File: src/rtl/spi_pkg.sv
// Shared definitions for the SPI flash driver slice.
// Holds the driver FSM state type, W25Qxx opcodes used by the upstream
// command controllers, and the default timing parameters.
package spi_pkg;

    typedef enum logic [2:0] {
        IDLE,
        SETUP,
        SHIFT,
        GAP,
        HOLD,
        GUARD
    } spi_drv_state_t;

    // W25Qxx opcodes
    localparam logic [7:0] WR_EN        = 8'h06;
    localparam logic [7:0] PAGE_PROGRAM = 8'h02;
    localparam logic [7:0] READ_DATA    = 8'h03;
    localparam logic [7:0] READ_SR1     = 8'h05;
    localparam logic [7:0] SECTOR_ERASE = 8'h20;

    // 2 sys_clk per SCLK half-period -> 12.5 MHz SCLK from 50 MHz
    localparam int unsigned DEFAULT_CLK_DIV     = 2;
    localparam int unsigned DEFAULT_CS_MIN_HIGH = 3;

endpackage

File: src/rtl/spi_sclk_div.sv
// SCLK half-period divider.
// Counts sys_clk cycles while run is high and flags the end of each
// half-period as a rise or fall enable depending on the current SCLK level.
// Ports:
//   sys_clk, sys_rst   clock, synchronous active-high reset
//   run                counter enable; counter is held at 0 when low
//   sclk_level         current registered SCLK level
//   rise_en, fall_en   one-cycle enables: toggle SCLK high / low at this edge
module spi_sclk_div
    import spi_pkg::*;
#(
    parameter int unsigned CLK_DIV = DEFAULT_CLK_DIV
) (
    input  logic sys_clk,
    input  logic sys_rst,
    input  logic run,
    input  logic sclk_level,
    output logic rise_en,
    output logic fall_en
);

    localparam logic [7:0] DIV_LAST = 8'(CLK_DIV - 1);

    logic [7:0] div_cnt_q, div_cnt_d;
    logic       tick;

    always_comb begin
        tick      = run && (div_cnt_q == DIV_LAST);
        div_cnt_d = div_cnt_q + 8'd1;
        if (!run || tick) begin
            div_cnt_d = '0;
        end
    end

    assign rise_en = tick & ~sclk_level;
    assign fall_en = tick & sclk_level;

    always_ff @(posedge sys_clk) begin
        if (sys_rst) begin
            div_cnt_q <= '0;
        end else begin
            div_cnt_q <= div_cnt_d;
        end
    end

endmodule

File: src/rtl/spi_master_drv.sv
// Byte-level SPI master, mode 0, MSB first, for W25Qxx flash.
// Upstream controllers open a transaction with spi_start, feed one byte per
// send_done via data_send, and close it with spi_end. MISO is captured on the
// same SCLK rising edges so read-side controllers can share this driver.
// Ports:
//   sys_clk, sys_rst      clock, synchronous active-high reset
//   spi_start, spi_end    open / close transaction strobes
//   data_send             byte to transmit (sampled at start and at GAP)
//   send_done, rec_done   one-cycle pulse per completed byte
//   data_rec              byte captured from spi_miso
//   spi_busy              transaction in progress incl. CS guard time
//   spi_cs_n, spi_sclk, spi_mosi, spi_miso   flash pins
module spi_master_drv
    import spi_pkg::*;
#(
    parameter int unsigned CLK_DIV     = DEFAULT_CLK_DIV,
    parameter int unsigned CS_MIN_HIGH = DEFAULT_CS_MIN_HIGH
) (
    input  logic       sys_clk,
    input  logic       sys_rst,
    input  logic       spi_start,
    input  logic       spi_end,
    input  logic [7:0] data_send,
    output logic       send_done,
    output logic [7:0] data_rec,
    output logic       rec_done,
    output logic       spi_busy,
    output logic       spi_cs_n,
    output logic       spi_sclk,
    output logic       spi_mosi,
    input  logic       spi_miso
);

    localparam logic [7:0] GUARD_LAST = 8'(CS_MIN_HIGH - 1);

    spi_drv_state_t state_q, state_d;
    logic [7:0] tx_q, tx_d;
    logic [7:0] rx_q, rx_d;
    logic [7:0] data_rec_q, data_rec_d;
    logic [2:0] bit_cnt_q, bit_cnt_d;
    logic [7:0] guard_cnt_q, guard_cnt_d;
    logic       end_pend_q, end_pend_d;
    logic       cs_n_q, cs_n_d;
    logic       sclk_q, sclk_d;
    logic       mosi_q, mosi_d;
    logic       done_q, done_d;
    logic       busy_q, busy_d;
    logic       div_run, rise_en, fall_en;

    // During the send_done cycle the FSM still sits in SHIFT with the
    // divider stopped, so GAP lands on the cycle after send_done.
    assign div_run = (state_q == SETUP) || (state_q == HOLD) ||
                     ((state_q == SHIFT) && !done_q);

    spi_sclk_div #(
        .CLK_DIV (CLK_DIV)
    ) u_sclk_div (
        .sys_clk    (sys_clk),
        .sys_rst    (sys_rst),
        .run        (div_run),
        .sclk_level (sclk_q),
        .rise_en    (rise_en),
        .fall_en    (fall_en)
    );

    always_comb begin
        state_d     = state_q;
        tx_d        = tx_q;
        rx_d        = rx_q;
        data_rec_d  = data_rec_q;
        bit_cnt_d   = bit_cnt_q;
        guard_cnt_d = guard_cnt_q;
        end_pend_d  = end_pend_q;
        cs_n_d      = cs_n_q;
        sclk_d      = sclk_q;
        mosi_d      = mosi_q;
        done_d      = 1'b0;
        busy_d      = busy_q;

        case (state_q)
            IDLE: begin
                if (spi_start) begin
                    state_d    = SETUP;
                    tx_d       = data_send;
                    mosi_d     = data_send[7];
                    cs_n_d     = 1'b0;
                    busy_d     = 1'b1;
                    bit_cnt_d  = '0;
                    end_pend_d = end_pend_q | spi_end;
                end
            end
            SETUP: begin
                if (spi_end) end_pend_d = 1'b1;
                if (rise_en) begin
                    sclk_d  = 1'b1;
                    rx_d    = {rx_q[6:0], spi_miso};
                    state_d = SHIFT;
                end
            end
            SHIFT: begin
                if (spi_end) end_pend_d = 1'b1;
                if (done_q) begin
                    state_d = GAP;
                end else if (fall_en) begin
                    sclk_d    = 1'b0;
                    bit_cnt_d = bit_cnt_q + 3'd1;
                    if (bit_cnt_q != 3'd7) begin
                        tx_d   = {tx_q[6:0], 1'b0};
                        mosi_d = tx_q[6];
                    end
                end else if (rise_en) begin
                    // bit_cnt wraps to 0 on the 8th fall; a rise seen with
                    // bit_cnt 0 marks the end of the last low half-period.
                    if (bit_cnt_q == 3'd0) begin
                        done_d     = 1'b1;
                        data_rec_d = rx_q;
                    end else begin
                        sclk_d = 1'b1;
                        rx_d   = {rx_q[6:0], spi_miso};
                    end
                end
            end
            GAP: begin
                if (spi_end || end_pend_q) begin
                    state_d    = HOLD;
                    end_pend_d = 1'b0;
                end else begin
                    tx_d      = data_send;
                    mosi_d    = data_send[7];
                    bit_cnt_d = '0;
                    state_d   = SETUP;
                end
            end
            HOLD: begin
                if (spi_end) end_pend_d = 1'b1;
                if (rise_en) begin
                    cs_n_d      = 1'b1;
                    guard_cnt_d = '0;
                    state_d     = GUARD;
                end
            end
            GUARD: begin
                if (guard_cnt_q == GUARD_LAST) begin
                    guard_cnt_d = '0;
                    busy_d      = 1'b0;
                    state_d     = IDLE;
                end else begin
                    guard_cnt_d = guard_cnt_q + 8'd1;
                end
            end
            default: begin
                state_d = IDLE;
            end
        endcase
    end

    always_ff @(posedge sys_clk) begin
        if (sys_rst) begin
            state_q     <= IDLE;
            tx_q        <= '0;
            rx_q        <= '0;
            data_rec_q  <= '0;
            bit_cnt_q   <= '0;
            guard_cnt_q <= '0;
            end_pend_q  <= 1'b0;
            cs_n_q      <= 1'b1;
            sclk_q      <= 1'b0;
            mosi_q      <= 1'b0;
            done_q      <= 1'b0;
            busy_q      <= 1'b0;
        end else begin
            state_q     <= state_d;
            tx_q        <= tx_d;
            rx_q        <= rx_d;
            data_rec_q  <= data_rec_d;
            bit_cnt_q   <= bit_cnt_d;
            guard_cnt_q <= guard_cnt_d;
            end_pend_q  <= end_pend_d;
            cs_n_q      <= cs_n_d;
            sclk_q      <= sclk_d;
            mosi_q      <= mosi_d;
            done_q      <= done_d;
            busy_q      <= busy_d;
        end
    end

    assign send_done = done_q;
    assign rec_done  = done_q;
    assign data_rec  = data_rec_q;
    assign spi_busy  = busy_q;
    assign spi_cs_n  = cs_n_q;
    assign spi_sclk  = sclk_q;
    assign spi_mosi  = mosi_q;

endmodule

File: config.mk
export PLATFORM = sky130hd
export DESIGN_NAME = spi_master_drv
export DESIGN_NICKNAME = d
export VERILOG_FILES = /design/src/rtl/spi_pkg.sv /design/src/rtl/spi_sclk_div.sv /design/src/rtl/spi_master_drv.sv
export SDC_FILE = /design/constraint.sdc
export NUM_CORES = 1
export LEC_CHECK = 0
export CELL_PAD_IN_SITES_DETAIL_PLACEMENT = 1
export CELL_PAD_IN_SITES_GLOBAL_PLACEMENT = 2
export CORE_MARGIN = 5
export CORE_UTILIZATION = 39
export CTS_BUF_LIST = sky130_fd_sc_hd__clkbuf_8
export DETAILED_ROUTE_END_ITERATION = 8
export GPL_TIMING_DRIVEN = 0
export PLACE_DENSITY_LB_ADDON = 0.1
export SLEW_MARGIN = 5
export SYNTH_ARGS = -nofsm -noshare
export SYNTH_HDL_FRONTEND = slang
export SYNTH_HIERARCHICAL = 1
export SYNTH_SLANG_ARGS = --single-unit
File: constraint.sdc
create_clock -name sys_clk -period 7.7 [get_ports sys_clk]
set_clock_uncertainty 0.15 [all_clocks]
set_input_delay 2.31 -clock sys_clk [delete_from_list [all_inputs] [get_ports sys_clk]]
set_output_delay 2.31 -clock sys_clk [all_outputs]
set_load 0.01 [all_outputs]
==> out/metrics.yaml <==
critical_path:
  crit_path_start_kind: "input pin"
  ff2ff_path_depth: 10
  r2r-start: "state_q[2]$_SDFFE_PP0P_"
  critPathMaxFanout: 10
  cp.arrival_ps: 4290
  criticalPathCategory: "input pin to register"
  crit_path_end_kind: "register"
  required_ps: 7800
  startpoint: "spi_end"
clock_network:
  post_cts_buffers: 0
  cts_buffer_depth: 2
  cts_hold_buf: 0
  tritoncts: "done"
  cts_resized: 0
  numClockSinks: 51
  clk_pin_slew_ps: 100
  root_buffer: "clkbuf_8"
  clkLatencyLatePin_ps: 310
  cts_made_buffers: 5
  ctsHtreeMaxLevel: 2
sta:
  setup_viol: 0
  drv_slew: 0
  finalCriticalPeriod_ps: 4188
  worst_pin_slew_ps: 658.9
  fmax_mhz: 238.8
  hold_viol: 0
  setup_tns_ps: 0
  max-slew-margin-rel_pct: 55.99
  rsz0062_at_grt: "no"
  period_share_pct: 54.39
route:
  final_antenna_net_count: 0
  drt-total-wl_um: 5939
  vias: 2103
  dr.pass1.iters: 4
  drt_iter0_markers: 71
  viasPerCell: 5.477
  drc_errors: 0
  avgRoutedWirePerCell_um: 15.47
final_layout:
  seqCellArea_um2: 1021
  diodes: 0
  final_core_util_pct: 46.98
  nNetsFinal: 326
  syn_to_final_growth_pct: 18.20
  multi_input_area_um2: 1354
  drive_gt1_share_pct: 8.469
  n_fill_cell: 746
power_and_ir_drop:
  worst_ir_drop_vdd_mv: 0.1222
  power.total_mw: 0.5022
  p_comb_share_pct: 11.2
  clkPwrFrac_pct: 33.6
  p_leak_nw: 1.086
  seq_power_share_pct: 55.2
  power.density_nw_per_um2: 170.3
  switchingPower_mw: 0.1354
  swShare_pct: 26.97
  p_int_mw: 0.3668
synth:
  synth-edff-count: 0
  synth_area_leaders: "dfxtp_1, mux2i_1, a21oi_1"
  synth_nets: 293
  syn-mean-instance-area_um2: 9.139
  synth_sequential_area_ratio_pct: 40.92
  synth_area_um2: 2495
  synthCells: 273
  yosys_register_bits: 51
  synth_ff_type: "dfxtp_1"
  async_flop_share_pct: 0
  synth_top_area_share_pct: 40.92
  synth_area_leader_cell: "dfxtp_1"
  synth_cell_types: 47
  yosys_warnings: 6
floorplan:
  die_y_um: 89.98
  dieArea_um2: 8096
  coreArea_um2: 6277
  rows: 29
  start_util_pct: 39.74
  num_io_pins: 27
  die_w_um: 89.98
min_path:
  hp-class: "register to register"
  holdPathStages: 1
  min_from: "u_sclk_div/div_cnt_q[0]$_SDFF_PP0_"
global_routing:
  grt_max_degree: 19
  grt_pass1_vias: 2150
  grt_overflow: 0
  grtUsageTotal_pct: 15.31
  antenna_found_initial: 0
  grt_pass1_wl_um: 10400
place:
  hpwlAfterDp_um: 4346
  gp_congestion: 0.7287
  portBuffers: 26
job:
  maxCapViolations: 0
status:
  status: "complete, no violations"
==> registers in the layout, indices dropped and copies added, names as in the netlist, 3 cells and up <==
register              cells
tx_q                      7
guard_cnt_q               8
state_q                   3
rx_q                      8
data_rec                  8
u_sclk_div/div_cnt_q      8
bit_cnt_q                 3
==> critical path: stages <==
cell	delay, ps
clkdlybuf4s50_1	500
o21a_1	270
a211oi_2	590
buf_2	340
nand4_1	110
a21oi_1	150
==> power groups by stage <==
| stage | Combinational [mW] | Sequential [mW] | Clock, mW |
|---|---|---|---|
| floorplan | 0.0362 | 0.283 | 0 |
| global placement | 0.0567 | 0.284 | 0 |
| detailed placement | 0.0571 | 0.284 | 0 |
| CTS | 0.0574 | 0.278 | 0.176 |
| global route | 0.0637 | 0.279 | 0.189 |
| finish | 0.0562 | 0.277 | 0.169 |
==> metrics by stage <==
step / hold slack [ps] / cell area (um2) / worst slack, ps / instances
after detailed placement: 310.3 / 2851 / 3216 / 376
after floorplan: 283.3 / 2495 / 4079 / 273
final: 326.6 / 2949 / 3512 / 384
after global routing: 378.7 / 2949 / 3385 / 384
after CTS: 334.0 / 2949 / 3536 / 384
after global placement: 296.9 / 2851 / 3171 / 376
==> kinds of logic after synthesis <==
logic type | synth area share [%]
AO/OA/AOI/OAI | 17.20
XOR/XNOR | 1.404
buffers and inverters | 4.814
flip-flops | 40.92
AND/OR/NAND/NOR | 21.72
multiplexers | 10.43
adder cells (fa/ha/maj) | 3.510
==> cells in the final DEF (no fill, tap or decap), drive strengths merged, types with 10 or more instances in the layout <==
master / n
clkbuf: 13
nor2: 24
nand3: 13
nor3: 12
dfxtp: 51
inv: 10
nand2b: 14
a21oi: 27
mux2i: 26
clkdlybuf4s50: 26
==> layout make-up <==
type	count	share of cell area, %
multi-input combinational	197	45.91
sequential	51	34.62
timing repair buffer	26	8.825
tap	77	3.267
buffer	16	2.927
clock buffer	5	2.333
inverter	9	1.146
clock inverter	3	0.9758
==> path summary, 6_finish.rpt <==
path / endpoint / slack, ps
worst min register to register: u_sclk_div/div_cnt_q[0]$_SDFF_PP0_ / 330
worst max register to register: rx_q[5]$_SDFFE_PP0P_ / 4380
worst min-delay path: u_sclk_div/div_cnt_q[0]$_SDFF_PP0_ / 330
worst max-delay path: bit_cnt_q[2]$_SDFFE_PP0P_ / 3510
==> synth_stat cells (2+ instances only) <==
library cell and n:
inv_1 9, clkbuf_1 8, nand2_1 9, xnor2_1 2, nor2b_1 2, or3b_2 2
or3_1 3, nor3_1 10, ha_1 7, nor2_1 24, mux2i_1 26, a21oi_1 26
o21ai_0 7, buf_4 2, nand3b_1 3, nand3_1 13, o21a_1 3, dfxtp_1 51
a31oi_1 3, a211oi_1 3, buf_2 3, nand4_1 4, or3b_1 2, nor3b_1 3
o32ai_1 2, buf_6 2, a311oi_1 8, and4_1 2, nor3_2 2, nand2b_1 14
xor2_1 2
==> metal layers <==
layer,vias up,share of wire (%),GRT usage (%)
li1,1054,-,-
met1,1020,51,21.37
met2,23,46,24.02
met3,6,2.5,3.422
met4,0,1.1,3.722
met5,-,0,0
(Power assumes the default switching activity.)
